**src/rtl/ball_seq_ctrl_if.sv**
```systemverilog
// Ball datapath link: border-collision levels in, centring and
// direction commands out.
interface ball_seq_ctrl_if;
  logic horiz_collide;
  logic vert_collide;
  logic ball_reset;
  logic ball_up;
  logic ball_down;
  logic ball_left;
  logic ball_right;

  modport master (
    input  horiz_collide,
    input  vert_collide,
    output ball_reset,
    output ball_up,
    output ball_down,
    output ball_left,
    output ball_right
  );

  modport slave (
    output horiz_collide,
    output vert_collide,
    input  ball_reset,
    input  ball_up,
    input  ball_down,
    input  ball_left,
    input  ball_right
  );
endinterface

```
**src/rtl/ball_seq_ctrl.sv**
```systemverilog
// Game sequencer: button sync/debounce, frame ticks, hit detection
// and the IDLE/SERVE/PLAY/HIT/OVER state machine.
module ball_seq_ctrl #(
  parameter int DEBOUNCE_CYCLES = 250000,
  parameter int SERVE_FRAMES    = 60,
  parameter int HIT_FRAMES      = 30,
  parameter int LIVES           = 3
) (
  input  logic            clk,
  input  logic            reset,
  input  logic            vsync,
  input  logic            up,
  input  logic            down,
  input  logic            left,
  input  logic            right,
  ball_seq_ctrl_if.master bif,
  output logic [2:0]      state,
  output logic [1:0]      lives
);

  localparam int CW = $clog2(DEBOUNCE_CYCLES + 1);
  localparam logic [CW-1:0] CNT_MAX = CW'(DEBOUNCE_CYCLES - 1);
  localparam logic [7:0] SF = 8'(SERVE_FRAMES);
  localparam logic [7:0] HF = 8'(HIT_FRAMES);
  localparam logic [1:0] LIVES_INIT = 2'(LIVES);

  typedef enum logic [2:0] {
    IDLE  = 3'd0,
    SERVE = 3'd1,
    PLAY  = 3'd2,
    HIT   = 3'd3,
    OVER  = 3'd4
  } state_t;

  // button bits: [3]=up [2]=down [1]=left [0]=right
  logic [3:0]    btn_s1_q, btn_s2_q;
  logic [3:0]    db_q, db_d;
  logic [CW-1:0] cnt_q [4];
  logic [CW-1:0] cnt_d [4];
  logic          vs_s1_q, vs_s2_q, vs_s3_q;
  logic          col_q;
  logic          press_q, press_d;
  logic          tick_q, tick_d;
  logic          hit_q, hit_d;
  state_t        state_q, state_d;
  logic [1:0]    lives_q, lives_d;
  logic [7:0]    fc_q, fc_d, fc_inc;
  logic          brst_q, brst_d;
  logic [3:0]    dir_q, dir_d;
  logic          col;

  assign col = bif.horiz_collide | bif.vert_collide;

  // Counter runs only while the synced level disagrees with db.
  always_comb begin
    db_d  = db_q;
    cnt_d = '{default: '0};
    for (int i = 0; i < 4; i++) begin
      if (btn_s2_q[i] != db_q[i]) begin
        if (cnt_q[i] == CNT_MAX) begin
          db_d[i] = btn_s2_q[i];
        end else begin
          cnt_d[i] = cnt_q[i] + 1'b1;
        end
      end
    end
  end

  always_comb begin
    press_d = |(db_d & ~db_q);
    tick_d  = vs_s2_q & ~vs_s3_q;
    hit_d   = col & ~col_q;
  end

  assign fc_inc = (fc_q == 8'hFF) ? 8'hFF : fc_q + 8'd1;

  always_comb begin
    state_d = state_q;
    lives_d = lives_q;
    fc_d    = fc_q;
    unique case (state_q)
      IDLE: begin
        if (press_q) begin
          state_d = SERVE;
          lives_d = LIVES_INIT;
          fc_d    = '0;
        end
      end
      SERVE: begin
        if (tick_q) begin
          if (fc_inc >= SF) begin
            state_d = PLAY;
            fc_d    = '0;
          end else begin
            fc_d = fc_inc;
          end
        end
      end
      PLAY: begin
        if (hit_q) begin
          state_d = HIT;
          lives_d = lives_q - 2'd1;
          fc_d    = '0;
        end
      end
      HIT: begin
        if (tick_q) begin
          if (fc_inc >= HF) begin
            state_d = (lives_q != 2'd0) ? SERVE : OVER;
            fc_d    = '0;
          end else begin
            fc_d = fc_inc;
          end
        end
      end
      OVER: begin
        lives_d = '0;
        if (press_q) state_d = IDLE;
      end
      default: begin
        state_d = IDLE;
        lives_d = '0;
        fc_d    = '0;
      end
    endcase
  end

  // Outputs decode the next state so they line up with state_q.
  always_comb begin
    dir_d  = '0;
    brst_d = !(state_d == PLAY || state_d == HIT);
    if (state_d == PLAY) begin
      dir_d[3] = db_q[3] & ~db_q[2];
      dir_d[2] = db_q[2] & ~db_q[3];
      dir_d[1] = db_q[1] & ~db_q[0];
      dir_d[0] = db_q[0] & ~db_q[1];
    end
  end

  always_ff @(posedge clk or posedge reset) begin
    if (reset) begin
      btn_s1_q <= '0;
      btn_s2_q <= '0;
      db_q     <= '0;
      cnt_q    <= '{default: '0};
      vs_s1_q  <= 1'b0;
      vs_s2_q  <= 1'b0;
      vs_s3_q  <= 1'b0;
      col_q    <= 1'b0;
      press_q  <= 1'b0;
      tick_q   <= 1'b0;
      hit_q    <= 1'b0;
      state_q  <= IDLE;
      lives_q  <= '0;
      fc_q     <= '0;
      brst_q   <= 1'b1;
      dir_q    <= '0;
    end else begin
      btn_s1_q <= {up, down, left, right};
      btn_s2_q <= btn_s1_q;
      db_q     <= db_d;
      cnt_q    <= cnt_d;
      vs_s1_q  <= vsync;
      vs_s2_q  <= vs_s1_q;
      vs_s3_q  <= vs_s2_q;
      col_q    <= col;
      press_q  <= press_d;
      tick_q   <= tick_d;
      hit_q    <= hit_d;
      state_q  <= state_d;
      lives_q  <= lives_d;
      fc_q     <= fc_d;
      brst_q   <= brst_d;
      dir_q    <= dir_d;
    end
  end

  assign state          = state_q;
  assign lives          = lives_q;
  assign bif.ball_reset = brst_q;
  assign bif.ball_up    = dir_q[3];
  assign bif.ball_down  = dir_q[2];
  assign bif.ball_left  = dir_q[1];
  assign bif.ball_right = dir_q[0];

endmodule
```
**src/flat_wrapper.sv**
```systemverilog
// flat-port wrapper written by rule: the top's interface ports become plain ports
module ball_seq_ctrl_flat 
#(
  parameter int DEBOUNCE_CYCLES = 250000,
  parameter int SERVE_FRAMES    = 60,
  parameter int HIT_FRAMES      = 30,
  parameter int LIVES           = 3
)
  (clk, reset, vsync, up, down, left, right, state, lives, bif_horiz_collide, bif_vert_collide, bif_ball_reset, bif_ball_up, bif_ball_down, bif_ball_left, bif_ball_right);
  ball_seq_ctrl_if bif_i ();
  input  logic clk;
  input  logic reset;
  input  logic vsync;
  input  logic up;
  input  logic down;
  input  logic left;
  input  logic right;
  output logic [2:0] state;
  output logic [1:0] lives;
  input wire logic [$bits(bif_i.horiz_collide)-1:0] bif_horiz_collide;
  input wire logic [$bits(bif_i.vert_collide)-1:0] bif_vert_collide;
  output wire logic [$bits(bif_i.ball_reset)-1:0] bif_ball_reset;
  output wire logic [$bits(bif_i.ball_up)-1:0] bif_ball_up;
  output wire logic [$bits(bif_i.ball_down)-1:0] bif_ball_down;
  output wire logic [$bits(bif_i.ball_left)-1:0] bif_ball_left;
  output wire logic [$bits(bif_i.ball_right)-1:0] bif_ball_right;
  assign bif_i.horiz_collide = bif_horiz_collide;
  assign bif_i.vert_collide = bif_vert_collide;
  assign bif_ball_reset = bif_i.ball_reset;
  assign bif_ball_up = bif_i.ball_up;
  assign bif_ball_down = bif_i.ball_down;
  assign bif_ball_left = bif_i.ball_left;
  assign bif_ball_right = bif_i.ball_right;
  ball_seq_ctrl #(.DEBOUNCE_CYCLES(DEBOUNCE_CYCLES), .SERVE_FRAMES(SERVE_FRAMES), .HIT_FRAMES(HIT_FRAMES), .LIVES(LIVES)) u_core (.clk(clk), .reset(reset), .vsync(vsync), .up(up), .down(down), .left(left), .right(right), .bif(bif_i), .state(state), .lives(lives));
endmodule
```
**config.mk**
```make
export PLATFORM = sky130hd
export DESIGN_NAME = ball_seq_ctrl_flat
export DESIGN_NICKNAME = d
export VERILOG_FILES = /design/src/rtl/ball_seq_ctrl_if.sv /design/src/rtl/ball_seq_ctrl.sv /design/src/flat_wrapper.sv
export SDC_FILE = /design/constraint.sdc
export NUM_CORES = 1
export LEC_CHECK = 0
export CORE_ASPECT_RATIO = 1.25
export CORE_MARGIN = 1.5
export CORE_UTILIZATION = 50
export CTS_CLUSTER_DIAMETER = 100
export DETAILED_ROUTE_END_ITERATION = 12
export PLACE_DENSITY = 0.7
export SLEW_MARGIN = 20
export SYNTH_ARGS = -nofsm -noshare
export SYNTH_HDL_FRONTEND = slang
export SYNTH_SLANG_ARGS = --single-unit
export TNS_END_PERCENT = 50
```
**constraint.sdc**
```tcl
create_clock -name clk -period 3.1 [get_ports clk]
set_clock_uncertainty 0.2 [all_clocks]
set_input_delay 0.31 -clock clk [delete_from_list [all_inputs] [get_ports clk]]
set_output_delay 0.31 -clock clk [all_outputs]
set_load 0.01 [all_outputs]
```
== After elaboration in Yosys (flattened, before gate mapping) ==
Index checks and enable logic that the tools add are counted.

* Register bits: 109
* Input port bits: 9
* Word-level logic and storage cells: 108
* Output and inout port bits: 10

* Reduce and logical (&&, ||, !) cells: 8
* Add/subtract/negate cells: 6
* Equality and inequality tests: 19
* Bitwise operators: 17
* Multiplexer cells: 37
* $lt $le $gt $ge: 2

{| class="wikitable"
|+ Operators with widths
! operator !! count
|-
| $mux W18 || 8
|-
| $add A18 B1 Y18 const B || 4
|-
| $eq A18 B18 Y1 const B || 4
|-
| $mux W8 || 7
|-
| $pmux W8 S5 || 1
|-
| $mux W3 || 8
|-
| $pmux W3 S5 || 1
|-
| $eq A3 B2 Y1 const B || 4
|-
| $add A8 B1 Y8 const B || 1
|-
| $eq A8 B8 Y1 const B || 1
|-
| $ge A8 B5 Y1 const B || 1
|-
| $ge A8 B6 Y1 const B || 1
|-
| $mux W1 || 8
|-
| $ne A2 B1 Y1 const B || 4
|-
| $not A1 Y1 || 8
|-
| $and A1 B1 Y1 || 6
|-
| $pmux W2 S3 || 1
|-
| $reduce_and A5 Y1 || 1
|-
| $and A4 B4 Y4 || 1
|-
| $mux W2 || 2
|-
| $mux W4 || 1
|-
| $ne A1 B1 Y1 || 4
|-
| $not A4 Y4 || 1
|-
| $reduce_or A4 Y1 || 1
|-
| 10 further kinds || 10
|}

== Depth between registers and ports, before layout ==
Gate-level depths: netlist (run 1).

* Depth after elaboration: 9
* Mapped depth: 7
* Depth with buffers taken out: 7

== Worst setup path after synthesis (run 1) ==
Ideal clock, no wire load.

* Path type: register to register
* Start: register u_core.fc_q[0]
* End: register u_core.dir_q[0]
* Buffers on the path: 0
* Path slack: 629 ps
* Setup time: 138 ps
* Required time: 2,762 ps
* Stages on the path, launching flop included: 8
* Period minus slack after synthesis: 2,471 ps
* Arrival: 2,133 ps
* Cell sequence: dfrtp_1 > ha_1 > nand4_2 > or4b_4 > a221o_1 > o211a_1 > nor3_4 > nor4_1

* Cells in the longest elaborated chain, start to end: 8
* Elaborated cells on any way between the ends: 12
* Those cells by class: add/sub (1); order compare (2); eq/ne (2); mux (7)

{| class="wikitable"
|+ RTL lines
! element !! RTL line !! RTL
|-
| start: declaration || ball_seq_ctrl.sv:47 || <nowiki>logic [7:0] fc_q, fc_d, fc_inc;</nowiki>
|-
| start signal: assignment || ball_seq_ctrl.sv:155 || <nowiki>fc_q <= '0;</nowiki>
|-
| start signal: assignment || ball_seq_ctrl.sv:172 || <nowiki>fc_q <= fc_d;</nowiki>
|-
| $add A8 B1 Y8 or $eq A8 B8 Y1 (tied branches) || ball_seq_ctrl.sv:75 || <nowiki>assign fc_inc = (fc_q == 8'hFF) ? 8'hFF : fc_q + 8'd1;</nowiki>
|-
| $mux W8 * || ball_seq_ctrl.sv:75 ||
|-
| $ge A8 B5 Y1 or $ge A8 B6 Y1 (tied branches) || ball_seq_ctrl.sv:108, ball_seq_ctrl.sv:91 ||
|-
| $mux W3, on equally long branches || ball_seq_ctrl.sv:108, ball_seq_ctrl.sv:91 ||
|-
| $mux W3, on equally long branches || ball_seq_ctrl.sv:107, ball_seq_ctrl.sv:90 ||
|-
| $pmux W3 S5 * || ball_seq_ctrl.sv:81 || <nowiki>unique case (state_q)</nowiki>
|-
| $eq A3 B2 Y1 * || ball_seq_ctrl.sv:132 || <nowiki>if (state_d == PLAY) begin</nowiki>
|-
| $mux W4 * || ball_seq_ctrl.sv:132 ||
|-
| named net u_core.dir_d[0] || ball_seq_ctrl.sv:49 || <nowiki>logic [3:0] dir_q, dir_d;</nowiki>
|-
| end signal: assignment || ball_seq_ctrl.sv:174 || <nowiki>dir_q <= dir_d;</nowiki>
|-
| end: declaration || ball_seq_ctrl.sv:49 ||
|}

The timed path passes the listed nets; every way through them passes the cells marked *.
A chain may end at the register's enable or synchronous reset.

== Worst setup path after layout (run 1) ==
Same ends and word-level chain as after synthesis.

==> results of run 1 <==
[power by group through the flow]
stage	logic, mW	clock network [mW]	registers [mW]
global placement	0.0833	0	1.48
CTS	0.0870	1.12	1.46
finish	0.0833	1.09	1.46
floorplan	0.0583	0	1.48
global route	0.0996	1.18	1.46
detailed placement	0.0862	0	1.49
[sequential cells by signal, summed over array words and instances, names as in the netlist]
register and count:
u_core.cnt_q 72, u_core.fc_q 8, u_core.btn_s1_q 4, u_core.btn_s2_q 4, u_core.db_q 4, u_core.dir_q 4
u_core.state 3, u_core.lives 2, u_core.bif.ball_reset 1, u_core.col_q 1, u_core.hit_q 1, u_core.press_q 1
u_core.tick_q 1, u_core.vs_s1_q 1, u_core.vs_s2_q 1, u_core.vs_s3_q 1
[cells by family after synthesis]
family | after synthesis | synth area share
DFF | 109 | 0.539
and+or+nand+nor | 246 | 0.241
AOI/OAI and AO/OA | 38 | 0.0554
muxes | 3 | 0.00667
adders and majority gates | 6 | 0.0148
xor gates and xnor gates | 69 | 0.119
buffers and inverters | 28 | 0.0237
[synthesized netlist by cell type (all sizes together), types with 4 or more instances]
cell type    n  area, µm²
nor2b        5       31.3
nand3b       4       30.0
and3        13       81.3
nand2b       7       43.8
nor3        10       61.3
dfrtp      108       2700
nor2       103        389
xor2        32        280
a21oi        8       40.0
inv         18       67.6
clkbuf       5       18.8
nand3       31        155
xnor2       37        324
o21ai        7       38.8
nand4       11       75.1
nand2       31        116
ha           6       75.1
nor4         8       50.1
nor4b        7       61.3
buf          5       33.8
[per-layer routing]
layer / vias up / GRT usage / wire, µm
li1: 1738 / - / -
met2: 32 / 0.302 / 4510
met5: - / 0 / 0
met3: 6 / 0.0361 / 193
met4: 0 / 0.0697 / 88
met1: 1759 / 0.242 / 4090
[final timing paths]
kind	slack (ns)	end
min in group clk	0.15	u_core.btn_s2_q[1]$_DFF_PP0_
hold / removal	0.14	u_core.cnt_q[54]$_DFF_PP0_
max in group asynchronous	1.84	u_core.cnt_q[32]$_DFF_PP0_
hold reg to reg	0.15	u_core.btn_s2_q[1]$_DFF_PP0_
setup reg to reg	0.42	u_core.dir_q[0]$_DFF_PP0_
setup / recovery	0.42	u_core.dir_q[0]$_DFF_PP0_
[layout make-up]
cell class	instances	area, µm²
repair buffers	20	208
clock buffers	9	225
clock inverters	7	58.8
inverters	18	71.3
fillers	850	4050
well taps	126	158
flip-flops and latches	109	2730
multi-input cells	362	2210
[worst reg2reg max path, delay by kind of cell (launching register included)]
family                     cells  cell delay [ns]
and+or+nand+nor                4             0.97
AOI/OAI and AO/OA              2             0.64
DFF                            1             0.43
adders and majority gates      1             0.30
==> flow_results.org, run 1 <==
** Min path
- Type of the most critical hold path :: in2async

** Clocking
- CTS saw 109 sinks.
- Skew-Pair Late Insertion Delay :: 0.35 ns
- Reg clk slew, reported paths :: roughly 0.070 ns
- Gates resized, CTS repair :: 0
- Number of buffers created by CTS :: 9
- Number of buffers added to fix hold violations after cts :: 0
- In this run the number of H-tree levels came out at 3.
- Buffer type at the clock tree root :: clkbuf_16
- CTS tree :: yes
- Number of post-CTS setup repair buffers :: 0
- CTS max path bufs :: 2

** Synthesis
- The Yosys step of the flow raised 0 warnings.
- Counting flops with an async set or reset pin after synthesis yields a share of 1.00.
- Sequential area share after synthesis :: 0.539
- In this run, synthesis inferred 0 flip-flops with an integrated enable.
- Among all flip-flop cells after synthesis, the most frequent one is dfrtp_1.
- Synthesis inferred roughly 110 register bits.
- Distinct cells, synth :: 53
- Cell Area, Synth :: 5060 µm²
- In the synthesized netlist, the number of instances is approximately 500.
- Averaged over all synthesized cells, the footprint is 10.1 µm².
- Mapped Nets :: 514

** Floorplan
- Measured along the y axis, the die boundary spans roughly 120 µm.
- Row generation in the floorplan step produced 40 rows.
- From left edge to right edge, the die measures ~93 µm.
- The initial utilization of the core area, before any placement, comes to 0.521.
- Core area :: 9710 µm²
- The die covers roughly 11000 µm².
- I/O Pins :: 19

** Power
- The share of total power dissipated in sequential elements is 0.555.
- Pint :: just over 2 mW
- Static leakage :: 2.39 nW
- Net Sw Power :: between 500 and 600 µW
- Net Sw Frac :: 0.228
- VDD IR max :: about 0.00038 V
- Summing internal, switching and leakage power gives between 2 and 3 mW.
- Combinational cell fraction of total power :: 0.032
- Power spread over the standard cell area amounts to roughly 460 nW/µm².
- Of the total power, the clock network draws 0.413.

** Global routing
- The via count of the first global-routing pass was 3491.
- Pin count of the biggest net entering global routing :: 62
- Grt total ovfl :: 0
- Antenna violations before repair :: 0
- Global-route wire length before repair :: 15.7 mm
- Across every metal layer, demand over resource in global routing totals 0.184.

** Routing
- Across all layers, the routed design uses approximately 3.5k vias.
- Once detail routing completed, the nets flagged for antenna violations numbered 0.
- Average via count per standard cell :: approximately 5.4
- Number of detailed-route iterations in the first pass :: 4
- WL per Instance :: approximately 14 µm
- Detailed-route DRC error count :: 0
- Total Routed Length :: ~9 mm
- Iter 0 DRT Violations :: around 130

** Timing
- Timing would allow up to approximately 370 MHz.
- The routed design could run at a clock period as short as around 2.7 ns.
- Once routing completed, OpenROAD measured the worst setup slack at 0.421 ns.
- Setup repair after global routing left no endpoint under its margin.
- Setup violations remaining at the end of the flow were counted as 0.
- Max_slew headroom :: 0.446
- At the pin with the least slew margin, the transition time is around 0.83 ns.
- Total Negative Setup Slacks :: 0 ns
- The final max-slew violation count is 0.
- Of the available clock period, the critical path in the final layout requires 0.864.
- The tightest hold path in the finished design has a slack of roughly 0.14 ns.
- The number of endpoints with negative hold slack in the final report is 0.

** Setup path
- The number of cells on the worst reg-to-reg path is 7.
- The critical path crosses 7 cells after its start point.
- For the worst setup path, the data arrival time is about 2.7 ns.
- Walking the worst path, the cells encountered are ha_1, nand4_2, or4b_4, a221o_1, o211a_1, nor3_4, nor4_1.
- The kind of cell with the highest combined delay along the critical path is simple AND/OR/NAND/NOR gates.
- STA classifies the critical path startpoint as a register.
- CP Capture Type :: register
- In this run the critical register-to-register path is launched from u_core.fc_q[0]$_DFFE_PP0P_.
- The largest single stage delay on the critical path is between 0.5 and 0.6 ns.
- Worst Path Required :: approximately 3.1 ns
- Tracing the worst setup path back leads to its startpoint at u_core.fc_q[0]$_DFFE_PP0P_.
- Critical path buffer and inverter count :: 0
- Maximum fanout count along the critical path :: 6
- Slowest CP cell :: or4b_4
- Crit path kind :: reg2reg

** Final layout
- Area grow syn2layout :: 11.9%
- Post-route non-filler standard cell count :: between 600 and 700
- Most frequent cells in the layout :: 108 x dfrtp_1, 102 x nor2_1, 37 x xnor2_1
- Cell area after layout :: between 5000 and 6000 µm²
- At the end of the flow the core is filled with cells to 0.583.
- In the final layout, the share of cells above drive strength 1 is 0.0648.
- Most common cell after layout, fill and taps aside :: dfrtp_1
- In the final design database the tool counted about 540 nets.
- Number of antenna diodes :: 0

** Placed design
- After detailed placement, the total cell area comes to approximately 5400 µm².
- Placement-stage worst setup slack :: ~0.45 ns
- Input/output buffers :: 18
- At the end of routability-driven placement, the weighted congestion stood at 0.834.
- HPWL reported at the end of detailed placement :: approximately 6 mm
- Including well taps, the total number of placed cells is approximately 640.

** Outcome
- The flow ran to the end, and the final reports show no timing, DRC or antenna violations.

** Job
- Maximum Capacitance Violations :: 0
Power figures use the tool's default switching activity.
==> run 2: changes to the inputs <==
--- a/config.mk
+++ b/config.mk
@@ -10,6 +10,7 @@
 export CORE_UTILIZATION = 50
 export CTS_CLUSTER_DIAMETER = 100
 export DETAILED_ROUTE_END_ITERATION = 12
+export HOLD_SLACK_MARGIN = 0.05
 export PLACE_DENSITY = 0.7
 export SLEW_MARGIN = 20
 export SYNTH_ARGS = -nofsm -noshare
==> results of run 2 <==
Final layout, timing and power as in run 1 (identical DEF).
==> run 3: changes to the inputs <==
--- a/config.mk
+++ b/config.mk
@@ -6,12 +6,12 @@
 export NUM_CORES = 1
 export LEC_CHECK = 0
 export CORE_ASPECT_RATIO = 1.25
-export CORE_MARGIN = 1.5
-export CORE_UTILIZATION = 50
+export CORE_MARGIN = 4
+export CORE_UTILIZATION = 55
 export CTS_CLUSTER_DIAMETER = 100
 export DETAILED_ROUTE_END_ITERATION = 12
 export HOLD_SLACK_MARGIN = 0.05
-export PLACE_DENSITY = 0.7
+export PLACE_DENSITY = 0.76
 export SLEW_MARGIN = 20
 export SYNTH_ARGS = -nofsm -noshare
 export SYNTH_HDL_FRONTEND = slang
==> run 3 against run 2 <==
Effect of this change:
- power decreased by 3.9%
- fmax decreased by 0.21%
- design area decreased by 0.91%
- register-to-register slack about the same
- first-iteration DRC count increased by 110%
- largest cell class unchanged
- highest routed layer unchanged
==> flow_results.org, run 3 (synthesis results as in run 1) <==
** Placed design
- The estimated wirelength of the detail-placed design is 6.39 mm (+4.4%).
- The number of port buffers is 18 (unchanged).
- The post-placement cell count is 629 (-0.94%).
- GPL Wtd Cong :: 0.860 (+3.1%)
- Instance area after placement :: 5380 µm² (about the same)

** Global routing
- The overall fraction of global-route tracks in use came to 0.189 (+0.00518).
- The first-pass GRT wire length came to 16.4 mm (+4.7%).
- The met3 track demand over resource in global routing is 0.0386 (+0.00252).
- The global routing stage identified its most utilized layer as met2.
- The initial antenna violation count was 0 (unchanged).
- Pin count of the biggest net entering global routing :: 39 (-37%)
- Vias in the first global route :: 3698 (+5.9%)
- M1 GR Usage :: 0.236 (-0.00618)
- Grt total ovfl :: 0 (unchanged)
- Met2 usage :: 0.327 (+0.0251)

** Power
- The leakage dissipation is 2.38 nW (-0.72%).
- The power density over cell area is 450 nW/µm² (-3.0%).
- VDD IR max :: 0.000304 V (-20%)

** Floorplan
- The effective utilization at floorplan came to 0.572 (+0.0510).
- The I/O pin count was 19 (unchanged).
- Die Footprint :: 10800 µm² (+0.67%)
- Std-Cell Rows :: 38 (-5.0%)
- The die extent in y was 115 µm (-0.20%).
- Core area :: 8840 µm² (-8.9%)
- Chip Width :: 93.8 µm (+0.88%)

** Clocking
- Number of buffers created by CTS :: 9 (unchanged)
- CTS tree :: yes
- The count of buffers added by post-CTS timing repair for setup came to 0 (unchanged).
- The count of hold buffers inserted by post-cts repair is 0 (unchanged).
- Buffer type at the clock tree root :: clkbuf_8
- The number of gates resized after CTS is 0 (unchanged).
- TritonCTS Sinks :: 109 (unchanged)
- The clock latency of the later-clocked register in the worst-skew pair was 0.37 ns (+0.02 ns).
- Reg clk slew, reported paths :: 0.10 ns (+0.03 ns)
- The buffer levels on the longest clock path was 2 (unchanged).
- H-tree Lvls :: 3 (unchanged)

** Routing
- Number of detailed-route iterations in the first pass :: 4 (unchanged)
- The number of DRC markers after the initial detailed-route iteration was 266 (+110%).
- The count of vias placed by the detailed router was 3557 (+0.62%).
- The final routed wirelength across all metal layers is 9.06 mm (+2.1%).
- The number of nets with antenna violations after routing came to 0 (unchanged).
- WL per Instance :: 14.1 µm (+3.2%)
- Detailed-route DRC error count :: 0 (unchanged)
- The via density per instance is 5.52 (+1.7%).

** Outcome
- Status :: finished clean

** Setup path
- The startpoint identified for the worst register-to-register timing path is u_core.fc_q[0]$_DFFE_PP0P_.
- The total buffers and inverters traversed by the critical path was 0 (unchanged).
- Total stage count of the critical path :: 7 (unchanged)
- The reg-to-reg setup timing slack was 0.42 ns (about the same).
- The worst register-to-register path ends at u_core.dir_q[3]$_DFF_PP0_.
- CP Capture Type :: register
- Crit path kind :: reg2reg
- The longest individual stage delay on the worst path is 0.51 ns (about the same).
- Maximum fanout count along the critical path :: 6 (unchanged)
- The depth of the worst register-to-register path is 7 (unchanged).
- Walking the worst path, the cells encountered are ha_1, nand4_2, or4b_4, a221o_1, nor2_2, o21ai_2, nor4_1.
- The data arrival time of the critical path came to 2.75 ns (+0.06 ns).
- Slowest CP cell :: or4b_4
- The worst setup path is launched from a register.
- Grouping stages by cell kind, the critical path spends the most delay in simple AND/OR/NAND/NOR gates.
- Worst Path Required :: 3.16 ns (+0.05 ns)

** Min path
- For hold timing, the worst endpoint is u_core.btn_s2_q[1]$_DFF_PP0_.
- In this run the most critical hold path is launched from u_core.btn_s1_q[1]$_DFF_PP0_.
- The tightest min-delay check is of the reg2reg type.
- Counting instances, the worst hold path has a depth of 0.

** Timing
- The final cycle utilization of the critical path is 0.866 (+0.00182).
- The maximum frequency from static timing analysis was 372 MHz (-0.21%).
- The minimum clock period was 2.68 ns (+0.00563 ns).
- Final hold violations :: 0 (unchanged)
- Endpoints failing setup :: 0 (unchanged)
- The worst max-slew margin expressed relative to the limit came to 0.440 (-0.00616).
- Unrepaired setup endpoints after global routing :: no
- The total negative setup slack is 0 ns (unchanged).
- The transition at the pin with the smallest max-transition slack was 0.838 ns (+0.00921 ns).
- Final-report max-slew violation count :: 0 (unchanged)

** Final layout
- The number of standard cells in the final layout excluding fillers is 644 (-1.1%).
- The share of final-layout standard cells stronger than drive strength 1 was 0.0611 (-0.00369).
- The largest registers in the layout are u_core.cnt_q x72, u_core.fc_q x8.
- Leaving out fill and tap cells, the most frequent cell in the layout is dfrtp_1.
- The flip-flop count of the largest register, all copies and words added came to 72 (unchanged).
- The post-route cell area was 5610 µm² (-0.91%).
- The area growth from synthesis to layout is 10.9%.
- Largest Register :: u_core.cnt_q
- Number of antenna diodes :: 0 (unchanged)
- The net count reported at finish was 535 (unchanged).
- Most frequent cells in the layout :: 108 x dfrtp_1, 102 x nor2_1, 37 x xnor2_1

** Job
- Maximum Capacitance Violations :: 0 (unchanged)
## run 3: worst max-delay path by stage
stage	from	end	slack, ns
after floorplan	u_core.fc_q[0]$_DFFE_PP0P_	u_core.dir_q[0]$_DFF_PP0_	0.63
after global placement	u_core.fc_q[0]$_DFFE_PP0P_	u_core.dir_q[3]$_DFF_PP0_	0.53
after detailed placement	u_core.fc_q[0]$_DFFE_PP0P_	u_core.dir_q[3]$_DFF_PP0_	0.45
after CTS	u_core.fc_q[0]$_DFFE_PP0P_	u_core.dir_q[3]$_DFF_PP0_	0.43
after global routing	u_core.fc_q[1]$_DFFE_PP0P_	u_core.dir_q[2]$_DFF_PP0_	0.24
final	u_core.fc_q[0]$_DFFE_PP0P_	u_core.dir_q[3]$_DFF_PP0_	0.42
## run 3: report_power, final
group / internal, mW / total (mW) / switching (mW)
clock: 0.530 / 0.981 / 0.451
sequential: 1.44 / 1.46 / 0.0162
combinational: 0.0301 / 0.0851 / 0.0550
total: 2.00 / 2.52 / 0.522
## run 3: metal layers
layer	share of wire	vias to the layer above	routed length, µm
li1	-	1732	-
met2	0.52	65	4680
met5	0	-	0
met1	0.44	1752	3980
met3	0.032	8	291
met4	0.012	0	105
## run 3: cell type report
type | count | area, µm²
sequential | 109 | 2730
tap | 120 | 150
fill | 741 | 3230
clock buffer | 10 | 128
timing repair buffer | 20 | 220
clock inverter | 5 | 100
multi-input combinational | 362 | 2210
inverter | 18 | 71.3
## run 3: stage by stage
step	setup WS (ns)	hold WS [ns]	util	power (mW)
detailed placement	0.454	0.136	0.609	1.58
global route	0.243	0.147	0.634	2.63
finish	0.415	0.156	0.634	2.52
floorplan	0.629	0.131	-	1.54
CTS	0.426	0.151	0.634	2.56
global placement	0.526	0.134	0.609	1.57
